## src/rtl/jtag_pkg.sv

```systemverilog
// jtag_pkg: shared encodings for the JTAG host controller.
//   - TAP controller state encodings (IEEE 1149.1 style 4-bit codes)
//   - host command opcodes
//   - controller FSM state type
package jtag_pkg;

    localparam logic [3:0] TAP_EX2DR = 4'd0;
    localparam logic [3:0] TAP_EX1DR = 4'd1;
    localparam logic [3:0] TAP_SHDR  = 4'd2;
    localparam logic [3:0] TAP_PAUDR = 4'd3;
    localparam logic [3:0] TAP_SELIR = 4'd4;
    localparam logic [3:0] TAP_UPDDR = 4'd5;
    localparam logic [3:0] TAP_CAPDR = 4'd6;
    localparam logic [3:0] TAP_SELDR = 4'd7;
    localparam logic [3:0] TAP_EX2IR = 4'd8;
    localparam logic [3:0] TAP_EX1IR = 4'd9;
    localparam logic [3:0] TAP_SHIR  = 4'd10;
    localparam logic [3:0] TAP_PAUIR = 4'd11;
    localparam logic [3:0] TAP_RTI   = 4'd12;
    localparam logic [3:0] TAP_UPDIR = 4'd13;
    localparam logic [3:0] TAP_CAPIR = 4'd14;
    localparam logic [3:0] TAP_TLR   = 4'd15;

    localparam logic [1:0] OP_TAP_RESET = 2'd0;
    localparam logic [1:0] OP_SHIFT_IR  = 2'd1;
    localparam logic [1:0] OP_SHIFT_DR  = 2'd2;
    localparam logic [1:0] OP_IDLE_RUN  = 2'd3;

    typedef enum logic [2:0] {
        S_INIT, S_IDLE, S_HEAD, S_SHIFT, S_TAIL, S_RUN, S_RESP
    } ctl_state_t;

endpackage

```

## src/rtl/jtag_tap_tracker.sv

```systemverilog
// jtag_tap_tracker: shadow copy of a TAP controller.
//   CLK, RESET (async, active-high) -- clock / reset (reset state is TLR)
//   tms                             -- TMS value presented to the TAP
//   adv                             -- one-cycle strobe on each TCK rising edge
//   tap_state                       -- current shadow TAP state (jtag_pkg encoding)
module jtag_tap_tracker
    import jtag_pkg::*;
(
    input  logic       CLK,
    input  logic       RESET,
    input  logic       tms,
    input  logic       adv,
    output logic [3:0] tap_state
);

    function automatic logic [3:0] tap_next(input logic [3:0] s, input logic m);
        logic [3:0] n;
        n = TAP_TLR;
        case (s)
            TAP_TLR:   n = m ? TAP_TLR   : TAP_RTI;
            TAP_RTI:   n = m ? TAP_SELDR : TAP_RTI;
            TAP_SELDR: n = m ? TAP_SELIR : TAP_CAPDR;
            TAP_CAPDR: n = m ? TAP_EX1DR : TAP_SHDR;
            TAP_SHDR:  n = m ? TAP_EX1DR : TAP_SHDR;
            TAP_EX1DR: n = m ? TAP_UPDDR : TAP_PAUDR;
            TAP_PAUDR: n = m ? TAP_EX2DR : TAP_PAUDR;
            TAP_EX2DR: n = m ? TAP_UPDDR : TAP_SHDR;
            TAP_UPDDR: n = m ? TAP_SELDR : TAP_RTI;
            TAP_SELIR: n = m ? TAP_TLR   : TAP_CAPIR;
            TAP_CAPIR: n = m ? TAP_EX1IR : TAP_SHIR;
            TAP_SHIR:  n = m ? TAP_EX1IR : TAP_SHIR;
            TAP_EX1IR: n = m ? TAP_UPDIR : TAP_PAUIR;
            TAP_PAUIR: n = m ? TAP_EX2IR : TAP_PAUIR;
            TAP_EX2IR: n = m ? TAP_UPDIR : TAP_SHIR;
            TAP_UPDIR: n = m ? TAP_SELDR : TAP_RTI;
            default:   n = TAP_TLR;
        endcase
        return n;
    endfunction

    always_ff @(posedge CLK or posedge RESET) begin
        if (RESET)    tap_state <= TAP_TLR;
        else if (adv) tap_state <= tap_next(tap_state, tms);
    end

endmodule

```

## src/rtl/jtag_master.sv

```systemverilog
// jtag_master: command-driven JTAG host controller.
//   CLK, RESET (async, active-high)
//   cmd_valid/cmd_ready, cmd_op, cmd_len, cmd_data -- host command (LSB of data shifted first)
//   rsp_valid/rsp_ready, rsp_data                  -- response, captured TDO (bit i = scan bit i)
//   tck, tms, tdi, tdo                             -- JTAG pins (tck idles low)
//   tap_state                                      -- shadow TAP state
//   busy                                           -- controller not idle
module jtag_master
    import jtag_pkg::*;
#(
    parameter int CLK_DIV  = 2,
    parameter int MAX_BITS = 32,
    parameter int LEN_W    = 6
) (
    input  logic                CLK,
    input  logic                RESET,
    input  logic                cmd_valid,
    output logic                cmd_ready,
    input  logic [1:0]          cmd_op,
    input  logic [LEN_W-1:0]    cmd_len,
    input  logic [MAX_BITS-1:0] cmd_data,
    output logic                rsp_valid,
    input  logic                rsp_ready,
    output logic [MAX_BITS-1:0] rsp_data,
    output logic                tck,
    output logic                tms,
    output logic                tdi,
    input  logic                tdo,
    output logic [3:0]          tap_state,
    output logic                busy
);

    localparam int DIV_W = $clog2(CLK_DIV + 1);
    localparam int IDX_W = $clog2(MAX_BITS);

    ctl_state_t          state, state_n, follow;
    logic [LEN_W-1:0]    cnt, cnt_n, len, len_n, len_clamp, last_idx;
    logic [DIV_W-1:0]    div, div_n;
    logic                tck_n, tms_n, tdi_n;
    logic                is_ir, is_ir_n, from_cmd, from_cmd_n;
    logic [MAX_BITS-1:0] data, data_n, cap;
    logic                adv, load, accept;

    // tms/tdi for step i of a clocking state; also used with the
    // post-transition state so pins are set up on the falling edge.
    function automatic logic [1:0] step_bits(input ctl_state_t s, input logic [LEN_W-1:0] i,
                                             input logic ir, input logic [LEN_W-1:0] n,
                                             input logic [MAX_BITS-1:0] d);
        logic [1:0] b;
        b = 2'b00;
        case (s)
            S_INIT:  b = {i < LEN_W'(5), 1'b0};
            S_HEAD:  b = {(i == '0) || (ir && i == LEN_W'(1)), 1'b0};
            S_SHIFT: b = {i == n - LEN_W'(1), d[i[IDX_W-1:0]]};
            S_TAIL:  b = {i == '0, 1'b0};
            default: b = 2'b00;
        endcase
        return b;
    endfunction

    assign len_clamp = (cmd_len > LEN_W'(MAX_BITS)) ? LEN_W'(MAX_BITS) : cmd_len;

    always_comb begin
        last_idx = len - LEN_W'(1);
        follow   = S_RESP;
        case (state)
            S_INIT:  begin last_idx = LEN_W'(5); follow = from_cmd ? S_RESP : S_IDLE; end
            S_HEAD:  begin last_idx = is_ir ? LEN_W'(3) : LEN_W'(2); follow = S_SHIFT; end
            S_SHIFT: follow = S_TAIL;
            S_TAIL:  last_idx = LEN_W'(1);
            default: ;
        endcase
    end

    always_comb begin
        state_n    = state;
        cnt_n      = cnt;
        div_n      = div;
        tck_n      = tck;
        tms_n      = tms;
        tdi_n      = tdi;
        len_n      = len;
        data_n     = data;
        is_ir_n    = is_ir;
        from_cmd_n = from_cmd;
        adv        = 1'b0;
        load       = 1'b0;
        accept     = 1'b0;
        case (state)
            S_IDLE: begin
                if (cmd_valid) begin
                    accept     = 1'b1;
                    load       = 1'b1;
                    cnt_n      = '0;
                    div_n      = '0;
                    len_n      = len_clamp;
                    data_n     = cmd_data;
                    is_ir_n    = (cmd_op == OP_SHIFT_IR);
                    from_cmd_n = (cmd_op == OP_TAP_RESET);
                    if (cmd_op == OP_TAP_RESET)     state_n = S_INIT;
                    else if (len_clamp == '0)       state_n = S_RESP;
                    else if (cmd_op == OP_IDLE_RUN) state_n = S_RUN;
                    else                            state_n = S_HEAD;
                end
            end
            S_RESP: if (rsp_ready) state_n = S_IDLE;
            default: begin
                // clocking states: CLK_DIV cycles low, CLK_DIV cycles high per bit
                if (div != DIV_W'(CLK_DIV - 1)) begin
                    div_n = div + 1'b1;
                end else begin
                    div_n = '0;
                    tck_n = ~tck;
                    if (!tck) begin
                        adv = 1'b1;
                    end else begin
                        load = 1'b1;
                        if (cnt == last_idx) begin
                            cnt_n   = '0;
                            state_n = follow;
                        end else begin
                            cnt_n = cnt + 1'b1;
                        end
                    end
                end
            end
        endcase
        if (load) {tms_n, tdi_n} = step_bits(state_n, cnt_n, is_ir_n, len_n, data_n);
    end

    always_ff @(posedge CLK or posedge RESET) begin
        if (RESET) begin
            state    <= S_INIT;
            cnt      <= '0;
            div      <= '0;
            tck      <= 1'b0;
            tms      <= 1'b1;
            tdi      <= 1'b0;
            len      <= '0;
            data     <= '0;
            is_ir    <= 1'b0;
            from_cmd <= 1'b0;
            cap      <= '0;
        end else begin
            state    <= state_n;
            cnt      <= cnt_n;
            div      <= div_n;
            tck      <= tck_n;
            tms      <= tms_n;
            tdi      <= tdi_n;
            len      <= len_n;
            data     <= data_n;
            is_ir    <= is_ir_n;
            from_cmd <= from_cmd_n;
            if (accept)                      cap <= '0;
            else if (adv && state == S_SHIFT) cap[cnt[IDX_W-1:0]] <= tdo;
        end
    end

    assign cmd_ready = (state == S_IDLE);
    assign rsp_valid = (state == S_RESP);
    assign busy      = (state != S_IDLE);
    assign rsp_data  = cap;

    jtag_tap_tracker u_tap (
        .CLK       (CLK),
        .RESET     (RESET),
        .tms       (tms),
        .adv       (adv),
        .tap_state (tap_state)
    );

endmodule

```

## config.mk

```make
export PLATFORM = sky130hd
export DESIGN_NAME = jtag_master
export DESIGN_NICKNAME = d
export VERILOG_FILES = /design/src/rtl/jtag_pkg.sv /design/src/rtl/jtag_tap_tracker.sv /design/src/rtl/jtag_master.sv
export SDC_FILE = /design/constraint.sdc
export NUM_CORES = 1
export LEC_CHECK = 0
export CORE_ASPECT_RATIO = 1.1
export CORE_MARGIN = 2
export CORE_UTILIZATION = 40
export DETAILED_ROUTE_END_ITERATION = 12
export PLACE_DENSITY = 0.73
export SKIP_LAST_GASP = 1
export SLEW_MARGIN = 40
export SYNTH_ARGS = -nofsm -noshare
export SYNTH_HDL_FRONTEND = slang
export SYNTH_SLANG_ARGS = --single-unit
```

## constraint.sdc

```tcl
create_clock -name CLK -period 4.2 [get_ports CLK]
set_input_delay 0.84 -clock CLK [delete_from_list [all_inputs] [get_ports CLK]]
set_output_delay 0.84 -clock CLK [all_outputs]
set_load 0.02 [all_outputs]
```

==> summary.md <==
| Metric | Value |
|---|---|
| Core footprint | 12480 um^2 |
| Post-synth EDFFs | 0 |
| Max Cap Viol | 0 |
| Final hold violation count | 0 |
| Chip width | 111.4 um |
| Drt wl/cell | 15.23 um |
| Slew headroom | 0.4934 |
| Placed cell count | 825 |
| Initial core utilization | 0.4069 |
| Worst reg-to-reg setup slack | 0.55 ns |
| Gpl congestion | 0.9478 |
| Die Area | 13620 um^2 |
| Post-CTS Repair Setup Buffers | 0 |
| Worst path required time | 4.43 ns |
| Async set-reset flop share out of synthesis | 1.000 |
| Mapped cell area | 5079 um^2 |
| Setup crit end kind | flop |
| P&R area growth vs syn | 24.44% |
| Final WL | 12790 um |
| Non-Filler Instances | 840 |
| Synth unique cells | 67 |
| Max-slew violations | 0 |
| First-pass GRT wire length | 21410 um |
| Post-synthesis register bit count | 90 |
| Post-synthesis cell count | 613 |
| Drt via density | 5.474 |
| CP Class | flop to flop |
| Slowest stage delay, CP | 0.68 ns |
| Yosys warns | 0 |
| Tmin final | 3.646 ns |
| Antenna cells | 0 |
| Setup violators final | 0 |
| Dpl cell area | 6021 um^2 |
| LEAKAGE | 2.827 nW |
| DRC Markers | 0 |
| DR iter-0 viols | 277 |
| Unrepaired setup endpoints after global routing | false |
| Status | complete, no violations |
| Critical Path Slowest Stage Cell | a22o_1 |
| Register area share after synthesis | 0.4447 |
| Vias in the first global route | 4504 |
| DR vias | 4598 |
| Crit-path cells | inv_1 -> nand3_1 -> inv_1 -> nor2_1 -> a21o_1 -> a22o_1 -> buf_4 -> mux2i_1 -> mux2i_1 -> o22a_1 -> a21oi_1 -> o31ai_2 |
| Syn Area/Cell | 8.285 um^2 |
| Most used DFF post-synth | dfrtp_1 |
| Crit path max fanout | 15 |
| CTS buffer count | 9 |
| Detailed placement HPWL | 9268 um |
| Design area | 6320 um^2 |
| Max clock buf depth | 2 |
| Critical path depth in cells | 12 |
| Worst-Skew Late Latency | 0.34 ns |
| CP Launch Point | state[2]$_DFF_PP0_ |
| TritonCTS Sinks | 90 |
| Post-DRT Antenna Nets | 0 |
| Worst Setup EP | tdi$_DFFE_PP0P_ |
| Reg2Reg Launch Point | state[2]$_DFF_PP0_ |
| Root Buffer | clkbuf_16 |
| # rows | 43 |
| Worst-path clk slew | 0.06 ns |
| Layout cell share with drive strength beyond 1 | 0.07321 |
| Finished Core Util | 0.5063 |
| Worst Hold Depth | 2 |
| Setup crit start kind | flop |
| R2R cell count | 12 |
| Slew at the pin with the worst max-slew slack | 0.7598 ns |
| Crit path buf inv count | 3 |
| Fin nets | 730 |
| Fmax | 0.2743 GHz |
| Clock Skews | 0.01037 ns |
| Post-CTS Resized | 0 |
| Die H | 122.2 um |
| Gr usage total | 0.1925 |
| Pwr dens | 268.5 nW/um^2 |
| Pin count of the biggest net entering global routing | 69 |
| Worst hold path class | flop to flop |
| Setup TNS | 0 ns |
| Worst vdd ir | 244.5 uV |
| Delay-heaviest family, CP | compound AO/OA/AOI/OAI gates |
| IO Port Bufs | 86 |
| CTS tree | done |
| I/O pins | 87 |
| Critical R2R Capture | tdi$_DFFE_PP0P_ |
| Crit path DAT | 3.88 ns |
| Hold-fix buffers, CTS | 0 |
| 1st-pass router iterations | 7 |
| Initial antenna violation count | 0 |
| Mapped Nets | 664 |
| H-tree depth | 3 |
| Grt ovf | 0 |
| Fin crit share | 0.8680 |
layer usage:
layer,part of all wire,vias up,track usage
li1,-,2224,-
met1,0.43,2211,0.2445
met2,0.51,141,0.3346
met3,0.045,22,0.02836
met4,0.019,0,0.07253
met5,0,-,0
logic make-up (layout without fill, tap and decap cells):
logic type / count (synthesis) / after routing / share of synthesized area
buf+inv: 56 / 126 / 0.04779
fa+ha+maj: 7 / 7 / 0.01675
xor+xnor: 9 / 9 / 0.01552
compound gates: 107 / 107 / 0.1350
flops: 90 / 90 / 0.4447
mux: 29 / 29 / 0.05790
simple gates: 315 / 315 / 0.2823
area by class of cell:
type,instances,area [um^2]
Clock inverter,3,22.52
Multi-Input combinational cell,467,2613
Timing Repair Buffer,92,900.9
Tap cell,157,196.4
Clock buffer,12,256.5
Inverter,19,72.57
Sequential cell,90,2258
Fill cell,1179,6162
tightest hold or removal path: cells and delay by family, from the launching register on:
kind             cells  cell delay (ns)
DFF                  1             0.32
and+or+nand+nor      2             0.12
power breakdown:
group | internal [mW] | total, mW | switching, mW
sequential | 0.867 | 0.867 | 0
combinational | 0.0393 | 0.0707 | 0.0314
clock | 0.432 | 0.759 | 0.327
total | 1.34 | 1.70 | 0.358
layout by cell type, fill, tap and decap left out, types with 4 or more instances in the layout:
cell	n
nor2b_1	4
xor2_1	5
nor3_1	5
ha_1	6
nor2_1	24
mux2i_1	26
nand2_1	189
nand2b_1	4
or3_1	5
o31ai_1	5
dfrtp_1	85
nor3b_1	6
inv_1	18
a21oi_1	53
nand3_1	41
clkdlybuf4s50_1	85
o21ai_0	9
xnor2_1	4
and2_1	6
clkbuf_16	9
dfstp_2	5
nor4_1	4
a21o_1	5
buf_4	6
per-stage QoR:
| stage | setup slack [ns] | hold WS, ns | total power [mW] |
|---|---|---|---|
| floorplan | 1.033 | 0.4401 | 0.9024 |
| global placement | 0.5795 | 0.4599 | 0.9541 |
| detailed placement | 0.4355 | 0.4626 | 0.9549 |
| CTS | 0.5897 | 0.4786 | 1.709 |
| global route | 0.3094 | 0.4978 | 1.754 |
| finish | 0.5544 | 0.4752 | 1.697 |
sequential cells by signal, summed over array words and instances (netlist names):
register / cells
div: 2
tdi: 1
u_tap.tap_state: 4
tms: 1
tck: 1
from_cmd: 1
is_ir: 1
cnt: 6
rsp_data: 32
len: 6
data: 32
state: 3
how the worst min path moves through the flow:
| stage | start | slack, ns | end |
|---|---|---|---|
| floorplan | data[0]$_DFF_PP0_ | 0.44 | data[0]$_DFF_PP0_ |
| global placement | data[19]$_DFF_PP0_ | 0.46 | data[19]$_DFF_PP0_ |
| detailed placement | data[18]$_DFF_PP0_ | 0.46 | data[18]$_DFF_PP0_ |
| CTS | data[1]$_DFF_PP0_ | 0.48 | data[1]$_DFF_PP0_ |
| global route | data[18]$_DFF_PP0_ | 0.50 | data[18]$_DFF_PP0_ |
| finish | data[1]$_DFF_PP0_ | 0.48 | data[1]$_DFF_PP0_ |
synth_stat cells, types with 2 or more instances:
master    number  area [um^2]
a211oi_1       2        15.01
o21ai_0        9        45.04
nor4_1         4        25.02
clkbuf_1      26        97.59
or3_1          5        31.28
dfstp_2        5        131.4
and2_1         6        37.54
nand3_1       41        205.2
o21ai_2        2        17.52
nand2b_1       4        25.02
or2_2          2        12.51
a21oi_1       53        265.3
nor3b_1        9        67.56
o21a_1         3        22.52
buf_6          3        33.78
nand4_1        2        12.51
ha_1           6        75.07
a31oi_1        3        18.77
o22ai_1        2        12.51
o31ai_1        5        37.54
o221ai_1       2        17.52
buf_2          2        10.01
and3_1         3        18.77
xor2_1         5        43.79
nor3_1         6        30.03
o32ai_1        3        26.28
dfrtp_1       85         2127
buf_4          2        15.01
inv_1         19        71.32
mux2i_1       26        260.3
a21o_1         5        37.54
nand3b_1       2        15.01
a22o_1         2        17.52
a22oi_1        2        15.01
xnor2_1        4        35.03
or2_1          3        18.77
nor2b_1        4        25.02
mux2_2         3        33.78
nor2_1        24        90.09
nand2_1      189        709.4
buf_1          4        15.01
No activity file was read; power rests on OpenSTA's default activity.
